<file path="src/rtl/lock_input_conditioner_pkg.sv">
// Shared constants and types for the combination-lock input front-end.
// Channel indices fix where each raw input lives in the per-channel arrays.
package lock_input_conditioner_pkg;

  localparam int DEB_CYCLES_DEFAULT  = 100000;
  localparam int DEB_CYCLES_SIM      = 4;
  localparam int SYNC_STAGES_DEFAULT = 2;

  localparam int NUM_CH    = 6;
  localparam int SW_A      = 0;
  localparam int SW_B      = 1;
  localparam int SW_C      = 2;
  localparam int SW_D      = 3;
  localparam int CH_ENLOCK = 4;
  localparam int CH_ENCMP  = 5;

  // rise_next is the combinational "accepting a 0->1 at this edge" flag;
  // rise is its registered form, high while level first reads 1.
  typedef struct packed {
    logic level;
    logic rise;
    logic rise_next;
    logic unstable;
  } ch_out_t;

endpackage

</file>
<file path="src/rtl/lock_input_conditioner_debounce_channel.sv">
// One conditioned input: synchroniser, debounce counter, stable level,
// registered rise strobe and a mid-debounce flag.
module debounce_channel
  import lock_input_conditioner_pkg::*;
#(
  parameter int DEB_CYCLES  = DEB_CYCLES_DEFAULT,
  parameter int SYNC_STAGES = SYNC_STAGES_DEFAULT
) (
  input  logic    clk,
  input  logic    rst_n,
  input  logic    raw,
  output ch_out_t ch_out
);

  localparam int CNT_W = $clog2(DEB_CYCLES + 1);
  localparam logic [CNT_W-1:0] CNT_LAST = CNT_W'(DEB_CYCLES - 1);

  logic [SYNC_STAGES-1:0] sync_r;
  logic [CNT_W-1:0]       cnt_r;
  logic                   stable_r;
  logic                   rise_r;
  logic                   sync_s;
  logic                   unstable_s;
  logic                   accept_s;
  logic                   rise_next_s;

  assign sync_s      = sync_r[SYNC_STAGES-1];
  assign unstable_s  = sync_s ^ stable_r;
  assign accept_s    = unstable_s & (cnt_r == CNT_LAST);
  assign rise_next_s = accept_s & sync_s;

  // Synchroniser shift, debounce counting and level acceptance.
  always_ff @(posedge clk or negedge rst_n) begin
    if (!rst_n) begin
      sync_r   <= {SYNC_STAGES{1'b0}};
      cnt_r    <= {CNT_W{1'b0}};
      stable_r <= 1'b0;
      rise_r   <= 1'b0;
    end else begin
      sync_r <= {sync_r[SYNC_STAGES-2:0], raw};
      rise_r <= rise_next_s;
      if (accept_s) begin
        stable_r <= sync_s;
        cnt_r    <= {CNT_W{1'b0}};
      end else if (unstable_s) begin
        cnt_r <= cnt_r + CNT_W'(1);
      end else begin
        cnt_r <= {CNT_W{1'b0}};
      end
    end
  end

  assign ch_out = {stable_r, rise_r, rise_next_s, unstable_s};

endmodule

</file>
<file path="src/rtl/lock_input_conditioner.sv">
// Lock input front-end: six debounced channels plus the compare strobe,
// which is deferred while any code switch is still settling.
module lock_input_conditioner
  import lock_input_conditioner_pkg::*;
#(
  parameter int DEB_CYCLES  = DEB_CYCLES_DEFAULT,
  parameter int SYNC_STAGES = SYNC_STAGES_DEFAULT
) (
  input  logic       clk,
  input  logic       rst_n,
  input  logic [3:0] sw_raw,
  input  logic       enlock_raw,
  input  logic       encmp_raw,
  output logic [3:0] sw_clean,
  output logic       enlock_lvl,
  output logic       enlock_rise,
  output logic       encmp_lvl,
  output logic       encmp_pulse,
  output logic       busy
);

  logic [NUM_CH-1:0] raw_s;
  ch_out_t           ch_s [NUM_CH];
  logic              busy_s;
  logic              fire_s;
  logic              pending_r;
  logic              encmp_pulse_r;

  // Route raw inputs onto their channel slots.
  always_comb begin
    raw_s            = {NUM_CH{1'b0}};
    raw_s[SW_A]      = sw_raw[0];
    raw_s[SW_B]      = sw_raw[1];
    raw_s[SW_C]      = sw_raw[2];
    raw_s[SW_D]      = sw_raw[3];
    raw_s[CH_ENLOCK] = enlock_raw;
    raw_s[CH_ENCMP]  = encmp_raw;
  end

  for (genvar ch = 0; ch < NUM_CH; ch++) begin : g_ch
    debounce_channel #(
      .DEB_CYCLES (DEB_CYCLES),
      .SYNC_STAGES(SYNC_STAGES)
    ) u_ch (
      .clk   (clk),
      .rst_n (rst_n),
      .raw   (raw_s[ch]),
      .ch_out(ch_s[ch])
    );
  end

  assign busy_s = ch_s[SW_A].unstable | ch_s[SW_B].unstable |
                  ch_s[SW_C].unstable | ch_s[SW_D].unstable;

  // The previous-pulse term keeps two pending requests from producing
  // back-to-back strobes.
  assign fire_s = pending_r & ~busy_s & ~encmp_pulse_r;

  // Pending compare request and its gated strobe.
  always_ff @(posedge clk or negedge rst_n) begin
    if (!rst_n) begin
      pending_r     <= 1'b0;
      encmp_pulse_r <= 1'b0;
    end else begin
      pending_r     <= ch_s[CH_ENCMP].rise_next | (pending_r & ~fire_s);
      encmp_pulse_r <= fire_s;
    end
  end

  assign sw_clean    = {ch_s[SW_D].level, ch_s[SW_C].level,
                        ch_s[SW_B].level, ch_s[SW_A].level};
  assign enlock_lvl  = ch_s[CH_ENLOCK].level;
  assign enlock_rise = ch_s[CH_ENLOCK].rise;
  assign encmp_lvl   = ch_s[CH_ENCMP].level;
  assign encmp_pulse = encmp_pulse_r;
  assign busy        = busy_s;

endmodule

</file>
<file path="config.mk">
export PLATFORM = sky130hd
export DESIGN_NAME = lock_input_conditioner
export DESIGN_NICKNAME = d
export VERILOG_FILES = /design/src/rtl/lock_input_conditioner_pkg.sv /design/src/rtl/lock_input_conditioner_debounce_channel.sv /design/src/rtl/lock_input_conditioner.sv
export SDC_FILE = /design/constraint.sdc
export NUM_CORES = 1
export LEC_CHECK = 0
export CELL_PAD_IN_SITES_DETAIL_PLACEMENT = 0
export CELL_PAD_IN_SITES_GLOBAL_PLACEMENT = 1
export CORE_ASPECT_RATIO = 0.6
export CORE_MARGIN = 2
export CORE_UTILIZATION = 35
export DETAILED_ROUTE_END_ITERATION = 8
export GPL_TIMING_DRIVEN = 0
export PLACE_DENSITY_LB_ADDON = 0.1
export SLEW_MARGIN = 0
export SYNTH_ARGS = -nofsm -noshare
export SYNTH_HDL_FRONTEND = slang
export SYNTH_SLANG_ARGS = --single-unit
</file>
<file path="constraint.sdc">
create_clock -name clk -period 2.06 [get_ports clk]
set_input_delay 0.206 -clock clk [delete_from_list [all_inputs] [get_ports clk]]
set_output_delay 0.206 -clock clk [all_outputs]
set_load 0.005 [all_outputs]
</file>
# --- Word level (Yosys, flattened, before mapping) ---
# Index checks and enable logic that the tools add are counted.
word_totals:
  ff_bits: 123
  in_bits: 8
  elab_cells: 69
classes:
  addsub: 6
  n_eq_ne: 6
  mux: 12
  bitwise: 24
op_table:
  columns: ["op", "n"]
  rows:
  - ["two-way mux 17 bit", 12]
  - ["adder 17 x 1 -> 17 bit, second input constant", 6]
  - ["equality test 17 bit, second input constant", 6]
  - ["AND 1 bit", 11]
  - ["XOR 1 bit", 6]
  - ["OR 1 bit", 4]
  - ["inverter 1 bit", 3]

# --- Depth between registers and ports, before layout ---
# Gate-level depths: netlist of the first run.
depth:
  depth_word: 10
  depth_mapped: 7

# --- Hierarchy ---
# Synthesis of the first run repeated with hierarchy kept, for this count alone.
hier_totals:
  hier_cells: 598
  area_unflattened_um2: 6209.7
by_module_without_submodules:
  columns: ["module", "n_inst", "cells_per_inst", "area_per_inst_um2"]
  rows:
  - ["debounce_channel (g_ch[0].u_ch ...)", 5, 99, 1022.2]
  - ["debounce_channel (g_ch[2].u_ch)", 1, 97, 1009.7]
  - ["lock_input_conditioner", 1, 6, 88.8]

# --- Least setup slack after synthesis of the first run ---
# OpenSTA, ideal clock, no wires.
synth_path:
  kind: "reg2reg"
  from: "reg g_ch[4].u_ch.cnt_r[0]"
  to: "reg g_ch[4].u_ch.cnt_r[10]"
  t_arrival_ns: 1.528
  required_time_ns: 1.939
  setup_slack_ns: 0.411
  path_stages_with_launch: 8
  period_less_slack_ns: 1.649
  cell_sequence: "dfrtp_1 > ha_1 > and4_1 > nand4_1 > nand2b_1 > clkbuf_1 > buf_2 > nor2_1"
synth_between:
  elab_chain_cells: 3
synth_lines:
  columns: ["item", "line_no", "source"]
  rows:
  - ["start, declared", "lock_input_conditioner_debounce_channel.sv:19", "logic [CNT_W-1:0] cnt_r;"]
  - ["start signal, assigned", "lock_input_conditioner_debounce_channel.sv:36", "cnt_r <= {CNT_W{1'b0}};"]
  - ["start signal, assigned", "lock_input_conditioner_debounce_channel.sv:44", "cnt_r <= {CNT_W{1'b0}};"]
  - ["start signal, assigned", "lock_input_conditioner_debounce_channel.sv:46", "cnt_r <= cnt_r + CNT_W'(1);"]
  - ["adder 17 x 1 -> 17 bit or equality test 17 bit (tied branches)", "lock_input_conditioner_debounce_channel.sv:46, lock_input_conditioner_debounce_channel.sv:29", null]
  - ["two-way mux 17 bit or AND 1 bit (tied branches)", "lock_input_conditioner_debounce_channel.sv:45, lock_input_conditioner_debounce_channel.sv:29", null]
  - ["two-way mux 17 bit *", "lock_input_conditioner_debounce_channel.sv:42", "if (accept_s) begin"]
# Mark *: on every way between the ends. The rest lies on a longest branch, timed or not.
# A chain may end at the register's enable or synchronous reset.

# --- Worst setup path after layout of the first run ---
layout_path:
  from: "reg g_ch[1].u_ch.sync_r[1]"
  to: "out busy"
layout_between:
  elab_chain_cells: 4
layout_lines:
  columns: ["item", "line_no", "source"]
  rows:
  - ["start, declared", "lock_input_conditioner_debounce_channel.sv:18", "logic [SYNC_STAGES-1:0] sync_r;"]
  - ["start signal, assigned", "lock_input_conditioner_debounce_channel.sv:35", "sync_r <= {SYNC_STAGES{1'b0}};"]
  - ["start signal, assigned", "lock_input_conditioner_debounce_channel.sv:40", "sync_r <= {sync_r[SYNC_STAGES-2:0], raw};"]
  - ["XOR 1 bit", "lock_input_conditioner_debounce_channel.sv:28", "assign unstable_s = sync_s ^ stable_r;"]
  - ["OR 1 bit (2 in series)", "lock_input_conditioner.sv:52", "assign busy_s = ch_s[SW_A].unstable | ch_s[SW_B].unstable |"]
  - ["OR 1 bit", "lock_input_conditioner.sv:53", "ch_s[SW_C].unstable | ch_s[SW_D].unstable;"]
  - ["end, declared", "lock_input_conditioner.sv:19", "output logic busy"]
# No other way between the ends.

==> out/metrics.json, run 1 <==
{
  "groute.usage.overall": {"value": 14.4, "unit": "%"},
  "area_growth": {"value": 18.8, "unit": "%"},
  "cts.sinks": {"value": 123},
  "met3_track_utilization_from_global_routing": {"value": 3.36, "unit": "%"},
  "drt_drc_violations_left": {"value": 0},
  "insertion_delay_to_the_later_sink_of_the_worst_skew_pair": {"value": 0.41, "unit": "ns"},
  "path_class": {"value": "flip-flop to primary output"},
  "arrival": {"value": 1.74, "unit": "ns"},
  "grt_max_degree": {"value": 75},
  "n_antenna_cell": {"value": 0},
  "hold_slack_final": {"value": 0.238, "unit": "ns"},
  "portBuffers": {"value": 16},
  "layout_min_cycle_time": {"value": 1.94, "unit": "ns"},
  "ys_warn_count": {"value": 0},
  "power_density": {"value": 798, "unit": "nW/um^2"},
  "dpl.cell_count": {"value": 799},
  "run_status": {"value": "complete, no violations"},
  "static-leakage-power": {"value": 0.00276, "unit": "uW"},
  "hold_violations": {"value": 0},
  "antenna_found_initial": {"value": 0},
  "routed-via-count": {"value": 4106},
  "grt_busiest_layer": {"value": "met1"},
  "grtUsageMet1": {"value": 22.0, "unit": "%"},
  "cts_root_buffer": {"value": "sky130_fd_sc_hd__clkbuf_16"},
  "route.antenna.remaining_nets": {"value": 0},
  "globalRoute.totalOverflow": {"value": 0},
  "num_io_pins": {"value": 17},
  "wl": {"value": 11400, "unit": "microns"},
  "synth-seq-cells": {"value": 123},
  "timing.clock.skew": {"value": 0.00805, "unit": "ns"},
  "rsz_0062_raised_after_global_routing": {"value": "false"},
  "die_width": {"value": 170, "unit": "microns"},
  "critical_path.endpoint_type": {"value": "primary output"},
  "dp_hpwl": {"value": 7820, "unit": "microns"},
  "std_cell_rows": {"value": 36},
  "sequential_cell_area": {"value": 3080, "unit": "sq um"},
  "final_nets": {"value": 620},
  "final-setup-viol-count": {"value": 0},
  "min-delay-path-class": {"value": "primary input to flip-flop"},
  "clkTransAtPathRegs": {"value": 0.06, "unit": "ns"},
  "die_area": {"value": 17700, "unit": "sq um"},
  "detail_route.vias_per_cell": {"value": 4.96},
  "timing.setup.tns": {"value": 0, "unit": "ns"},
  "initial_utilization": {"value": 35.8, "unit": "%"},
  "mappedNetlistArea": {"value": 5800, "unit": "sq um"},
  "tightestPinTransition": {"value": 0.476, "unit": "ns"},
  "relSlewSlack": {"value": 68.3, "unit": "%"},
  "clock_tree.buffer_depth": {"value": 2},
  "total_power": {"value": 5500, "unit": "uW"},
  "routed_wire_length_per_instance": {"value": 13.8, "unit": "microns"},
  "multi_input_gate_area_in_the_final_layout": {"value": 2630, "unit": "sq um"},
  "timing.max_cap.violations": {"value": 0},
  "fill_cells": {"value": 1592},
  "crit_path_max_fanout": {"value": 3},
  "syn_nets": {"value": 587},
  "cts_made_buffers": {"value": 17},
  "ir_worst_vdd": {"value": 0.000608, "unit": "V"},
  "grt_first_pass_wirelength": {"value": 20400, "unit": "microns"},
  "cts_tree": {"value": "done"},
  "grt_pass1_vias": {"value": 4076},
  "finalWeightedCongestion": {"value": 0.756},
  "finish.cell_count_without_fillers": {"value": 828},
  "library_cells_used_by_synthesis": {"value": 35},
  "synth.avg_cell_area": {"value": 10.1, "unit": "sq um"},
  "post-route-worst-setup-slack": {"value": 0.118, "unit": "ns"},
  "cp_launch_type": {"value": "flip-flop"},
  "seq_area_frac_synth": {"value": 53.0, "unit": "%"},
  "first_pass_iters": {"value": 4},
  "final_cell_mix": {"value": "sky130_fd_sc_hd__dfrtp_1, sky130_fd_sc_hd__nor2_1, sky130_fd_sc_hd__xnor2_1"},
  "post-route-period-util": {"value": 94.3, "unit": "%"},
  "h-tree-depth": {"value": 4},
  "layout_commonest_cell": {"value": "sky130_fd_sc_hd__dfrtp_1"},
  "place_worst_setup_slack": {"value": -0.0723, "unit": "ns"},
  "fp.dieH": {"value": 104, "unit": "microns"},
  "fmax": {"value": 515, "unit": "MHz"},
  "drive_above_1_share": {"value": 11.0, "unit": "%"},
  "synthCells": {"value": 573},
  "fp.coreArea": {"value": 16200, "unit": "sq um"},
  "critical_path_required": {"value": 1.85, "unit": "ns"},
  "grtUsageMet2": {"value": 19.7, "unit": "%"},
  "total_count_of_max_transition_violations_in_the_final_report": {"value": 0},
  "initialDrtViolationCount": {"value": 211}
}
synthesized netlist by cell type:
library cell	instances	area, sq um
sky130_fd_sc_hd__a21oi_1	7	35.0
sky130_fd_sc_hd__and2_1	2	12.5
sky130_fd_sc_hd__and3_1	3	18.8
sky130_fd_sc_hd__and4_1	8	70.1
sky130_fd_sc_hd__and4b_1	4	40.0
sky130_fd_sc_hd__and4bb_2	1	12.5
sky130_fd_sc_hd__buf_2	7	35.0
sky130_fd_sc_hd__buf_4	4	30.0
sky130_fd_sc_hd__clkbuf_1	9	33.8
sky130_fd_sc_hd__clkbuf_2	2	10.0
sky130_fd_sc_hd__dfrtp_1	123	3080
sky130_fd_sc_hd__ha_1	6	75.1
sky130_fd_sc_hd__inv_1	13	48.8
sky130_fd_sc_hd__mux2_2	6	67.6
sky130_fd_sc_hd__nand2_1	31	116
sky130_fd_sc_hd__nand2b_1	7	43.8
sky130_fd_sc_hd__nand3_1	32	160
sky130_fd_sc_hd__nand4_1	39	244
sky130_fd_sc_hd__nand4_2	2	25.0
sky130_fd_sc_hd__nor2_1	104	390
sky130_fd_sc_hd__nor3_1	17	85.1
sky130_fd_sc_hd__nor3b_1	2	15.0
sky130_fd_sc_hd__nor4_1	26	163
sky130_fd_sc_hd__nor4b_1	3	26.3
sky130_fd_sc_hd__nor4bb_1	5	50.1
sky130_fd_sc_hd__o21ai_0	5	25.0
sky130_fd_sc_hd__o21ai_1	1	5.00
sky130_fd_sc_hd__o31ai_1	3	22.5
sky130_fd_sc_hd__or2_0	1	6.26
sky130_fd_sc_hd__or2_2	1	6.26
sky130_fd_sc_hd__or3_1	5	31.3
sky130_fd_sc_hd__or3_4	1	11.3
sky130_fd_sc_hd__or4_1	4	30.0
sky130_fd_sc_hd__xnor2_1	60	526
sky130_fd_sc_hd__xor2_1	29	254
flip-flops by register name (all words and copies together) (netlist names):
name,count
g_ch.u_ch.stable_r,6
encmp_pulse,1
g_ch.u_ch.rise_r,1
g_ch.u_ch.sync_r,12
g_ch.u_ch.cnt_r,102
pending_r,1
per-stage QoR:
step	instance area, sq um	utilization [%]
global placement	6220	38.4
global route	6890	42.5
floorplan	5800	-
detailed placement	6250	38.6
finish	6890	42.5
CTS	6850	42.3
power by group:
group	total [uW]	leakage (uW)	internal, uW	switching (uW)
clock	2820	0.000268	1720	1100
sequential	2490	0.00168	2460	35.9
combinational	187	0.000812	67.0	120
cells by family (layout without fill, tap and decap cells):
| logic type | Yosys count | after routing | share of synthesized area [%] |
|---|---|---|---|
| AOI/OAI and AO/OA | 16 | 16 | 1.51 |
| xor gates and xnor gates | 89 | 89 | 13.4 |
| and+or+nand+nor | 298 | 298 | 26.8 |
| adders and majority gates | 6 | 6 | 1.29 |
| buffers and inverters | 35 | 81 | 2.72 |
| DFF | 123 | 123 | 53.0 |
| muxes | 6 | 6 | 1.16 |
repair_timing:
| action | in CTS | in global routing |
|---|---|---|
| resized for setup | 3 | 9 |
| hold buffers | 1 | 0 |
| setup buffers | 0 | 1 |
| endpoints found under the hold margin | 49 | 0 |
| endpoints found under the setup margin | 19 | 61 |
| pin swaps | 0 | 2 |
layout make-up:
class,instances,area share (%)
inverter,13,0.708
clock buffer,19,6.57
clock inverter,13,1.71
tap,209,3.79
multi-input combinational,415,38.2
sequential,123,44.7
buffer,17,1.34
timing repair buffer,19,3.00
metal layers:
layer / routed length (microns) / up-vias
li1: - / 2073
met1: 6200 / 1985
met2: 4780 / 32
met3: 246 / 16
met4: 192 / 0
met5: 0 / -
critical path, cell delays in order (launching register included):
cell                              delay (ns)
sky130_fd_sc_hd__dfrtp_1                0.43
sky130_fd_sc_hd__xnor2_4                0.24
sky130_fd_sc_hd__nand4_1                0.18
sky130_fd_sc_hd__clkdlybuf4s50_1        0.48
worst paths after layout:
path | startpoint | end | depth (start not counted) | slack (ns)
worst max-delay path | g_ch[1].u_ch.sync_r[1]$_DFF_PN0_ | busy | 3 | 0.12
min in group asynchronous | rst_n | g_ch[2].u_ch.cnt_r[11]$_DFF_PN0_ | 2 | 0.31
worst min register to register | g_ch[1].u_ch.sync_r[0]$_DFF_PN0_ | g_ch[1].u_ch.sync_r[1]$_DFF_PN0_ | 0 | 0.35
max in group asynchronous | rst_n | g_ch[1].u_ch.cnt_r[13]$_DFF_PN0_ | 3 | 1.02
worst min-delay path | sw_raw[3] | g_ch[3].u_ch.sync_r[0]$_DFF_PN0_ | 1 | 0.24
worst max register to register | g_ch[4].u_ch.cnt_r[0]$_DFF_PN0_ | g_ch[4].u_ch.cnt_r[14]$_DFF_PN0_ | 6 | 0.18
No activity file was read; power rests on OpenSTA's default activity.
==> run 2, diff against run 1 <==
Settings changed: CTS_BUF_LIST set to sky130_fd_sc_hd__clkbuf_16.
==> out/metrics.json, run 2 (same netlist as run 1, synthesis figures left out) <==
{
  "run_status": {"value": "complete, no violations"},
  "layout_commonest_cell": {"value": "sky130_fd_sc_hd__dfrtp_1"},
  "route.antenna.remaining_nets": {"value": 0, "change": "unchanged"},
  "ir_worst_vdd": {"value": 0.000607, "unit": "V", "change": "about the same"},
  "min-delay-path-class": {"value": "primary input to flip-flop"},
  "portBuffers": {"value": 16, "change": "unchanged"},
  "insertion_delay_to_the_later_sink_of_the_worst_skew_pair": {"value": 0.41, "unit": "ns", "change": "about the same"},
  "layout_min_cycle_time": {"value": 1.94, "unit": "ns", "change": "-0.000393 ns"},
  "relSlewSlack": {"value": 68.3, "unit": "%", "change": "+0.070 points"},
  "drive_above_1_share": {"value": 10.7, "unit": "%", "change": "-0.32 points"},
  "fp.coreArea": {"value": 16200, "unit": "sq um", "change": "unchanged"},
  "dp_hpwl": {"value": 7820, "unit": "microns", "change": "unchanged"},
  "final_cell_mix": {"value": "sky130_fd_sc_hd__dfrtp_1, sky130_fd_sc_hd__nor2_1, sky130_fd_sc_hd__xnor2_1"},
  "critical_path.endpoint_type": {"value": "primary output"},
  "initialDrtViolationCount": {"value": 212, "change": "+0.47%"},
  "finish.cell_count_without_fillers": {"value": 828, "change": "unchanged"},
  "drt_drc_violations_left": {"value": 0, "change": "unchanged"},
  "area_growth": {"value": 18.4, "unit": "%"},
  "clock_tree.buffer_depth": {"value": 2, "change": "unchanged"},
  "cts_made_buffers": {"value": 17, "change": "unchanged"},
  "die_area": {"value": 17700, "unit": "sq um", "change": "unchanged"},
  "timing.max_cap.violations": {"value": 0, "change": "unchanged"},
  "largest_registers": {"value": "g_ch.u_ch.cnt_r (102), g_ch.u_ch.sync_r (12), g_ch.u_ch.stable_r (6)"},
  "groute.usage.overall": {"value": 14.4, "unit": "%", "change": "about the same"},
  "arrival": {"value": 1.74, "unit": "ns", "change": "about the same"},
  "rsz_0062_raised_after_global_routing": {"value": "false"},
  "cts_tree": {"value": "done"},
  "fmax": {"value": 515, "unit": "MHz", "change": "about the same"},
  "static-leakage-power": {"value": 0.00274, "unit": "uW", "change": "-0.41%"},
  "cp_launch_type": {"value": "flip-flop"},
  "clkTransAtPathRegs": {"value": 0.06, "unit": "ns", "change": "about the same"},
  "routed_wire_length_per_instance": {"value": 13.8, "unit": "microns", "change": "+0.21%"},
  "die_width": {"value": 170, "unit": "microns", "change": "unchanged"},
  "n_antenna_cell": {"value": 0, "change": "unchanged"},
  "hold_violations": {"value": 0, "change": "unchanged"},
  "total_power": {"value": 5420, "unit": "uW", "change": "-1.4%"},
  "first_pass_iters": {"value": 4, "change": "unchanged"},
  "regMostFlops": {"value": "g_ch.u_ch.cnt_r"},
  "detail_route.vias_per_cell": {"value": 4.96, "change": "about the same"},
  "path_class": {"value": "flip-flop to primary output"},
  "final_nets": {"value": 620, "change": "unchanged"},
  "h-tree-depth": {"value": 4, "change": "unchanged"},
  "globalRoute.totalOverflow": {"value": 0, "change": "unchanged"},
  "finalWeightedCongestion": {"value": 0.756, "change": "unchanged"},
  "fill_cells": {"value": 1595, "change": "+0.19%"},
  "total_count_of_max_transition_violations_in_the_final_report": {"value": 0, "change": "unchanged"},
  "std_cell_rows": {"value": 36, "change": "unchanged"},
  "timing.clock.skew": {"value": 0.00911, "unit": "ns", "change": "+0.00105 ns"},
  "critical_path_required": {"value": 1.85, "unit": "ns", "change": "about the same"},
  "tightestPinTransition": {"value": 0.475, "unit": "ns", "change": "-0.00105 ns"},
  "grt_pass1_vias": {"value": 4079, "change": "+0.074%"},
  "initial_utilization": {"value": 35.8, "unit": "%", "change": "unchanged"},
  "final-setup-viol-count": {"value": 0, "change": "unchanged"},
  "dpl.cell_count": {"value": 799, "change": "unchanged"},
  "crit_path_max_fanout": {"value": 3, "change": "unchanged"},
  "timing.setup.tns": {"value": 0, "unit": "ns", "change": "unchanged"},
  "fp.dieH": {"value": 104, "unit": "microns", "change": "unchanged"},
  "cts.sinks": {"value": 123, "change": "unchanged"},
  "largest_register_ffs": {"value": 102, "change": "unchanged"},
  "post-route-period-util": {"value": 94.3, "unit": "%", "change": "about the same"},
  "power_density": {"value": 789, "unit": "nW/um^2", "change": "-1.1%"},
  "cts_root_buffer": {"value": "sky130_fd_sc_hd__clkbuf_16"},
  "grt_max_degree": {"value": 75, "change": "unchanged"},
  "wl": {"value": 11400, "unit": "microns", "change": "+0.21%"},
  "num_io_pins": {"value": 17, "change": "unchanged"},
  "routed-via-count": {"value": 4105, "change": "-0.024%"},
  "grt_first_pass_wirelength": {"value": 20400, "unit": "microns", "change": "about the same"},
  "antenna_found_initial": {"value": 0, "change": "unchanged"}
}
==> run 2: cell types whose count changed in the layout (fill, tap and decap cells not counted), sizes merged <==
cell	change
clkbuf	-2
clkinv	+2
==> run 2: per-stage QoR <==
step / util, % / hold WS [ns] / setup WS [ns] / instance area (sq um)
after detailed placement: 38.6 / 0.187 / -0.0723 / 6250
after floorplan: - / -0.0896 / 0.411 / 5800
after CTS: 42.1 / 0.216 / 0.00183 / 6830
final: 42.4 / 0.236 / 0.118 / 6870
after global placement: 38.4 / 0.335 / -4.14 / 6220
after global routing: 42.4 / 0.231 / 0.00272 / 6870
==> run 2: path summary, 6_finish.rpt <==
check / from / end / slack [ns] / depth (start not counted)
setup / recovery: g_ch[1].u_ch.sync_r[1]$_DFF_PN0_ / busy / 0.12 / 3
hold / removal: sw_raw[3] / g_ch[3].u_ch.sync_r[0]$_DFF_PN0_ / 0.24 / 1
setup reg to reg: g_ch[4].u_ch.cnt_r[0]$_DFF_PN0_ / g_ch[4].u_ch.cnt_r[14]$_DFF_PN0_ / 0.18 / 6
hold reg to reg: g_ch[1].u_ch.sync_r[0]$_DFF_PN0_ / g_ch[1].u_ch.sync_r[1]$_DFF_PN0_ / 0.35 / 0
max in group asynchronous: rst_n / g_ch[1].u_ch.cnt_r[13]$_DFF_PN0_ / 1.02 / 3
min in group asynchronous: rst_n / g_ch[2].u_ch.cnt_r[11]$_DFF_PN0_ / 0.31 / 2
==> run 2: cell type report <==
class / count / area [sq um] / share of cell area, %
sequential: 123 / 3080 / 44.8
clock buffer: 17 / 425 / 6.19
buffer: 17 / 92.6 / 1.35
multi-input combinational: 415 / 2630 / 38.3
inverter: 13 / 48.8 / 0.710
clock inverter: 15 / 125 / 1.82
tap: 209 / 262 / 3.81
timing repair buffer: 19 / 206 / 3.00
==> run 2: per-layer routing <==
metal / global-route usage (%) / share of wire (%) / up-vias
met1: 22.0 / 54 / 1985
li1: - / - / 2070
met2: 19.6 / 42 / 33
met4: 5.13 / 1.6 / 0
met5: 0 / 0 / -
met3: 3.36 / 2.5 / 17
==> run 2: timing repair <==
action,in CTS,in global routing
pin swaps,0,2
hold endpoints to repair,49,0
setup endpoints to repair,19,61
resized for setup,3,9
setup buffers,0,1
hold buffers,1,0
gates cloned,0,0
==> run 2: worst max-delay path, cell delays in order (launching register included) <==
cell                              delay, ns
sky130_fd_sc_hd__dfrtp_1               0.43
sky130_fd_sc_hd__xnor2_4               0.24
sky130_fd_sc_hd__nand4_1               0.18
sky130_fd_sc_hd__clkdlybuf4s50_1       0.48
==> run 2: power by group <==
part | total, uW | switching (uW) | leakage, uW | internal, uW
Combinational | 187 | 120 | 0.000812 | 67.0
Clock | 2740 | 1090 | 0.000257 | 1650
Sequential | 2490 | 35.9 | 0.00168 | 2460
Total | 5420 | 1250 | 0.00274 | 4170
==> run 3, diff against run 2 <==
Settings changed: CTS_CLUSTER_DIAMETER set to 30.
==> results of run 3 <==
Same layout as run 2: the final DEF is identical, and so are final timing and power.
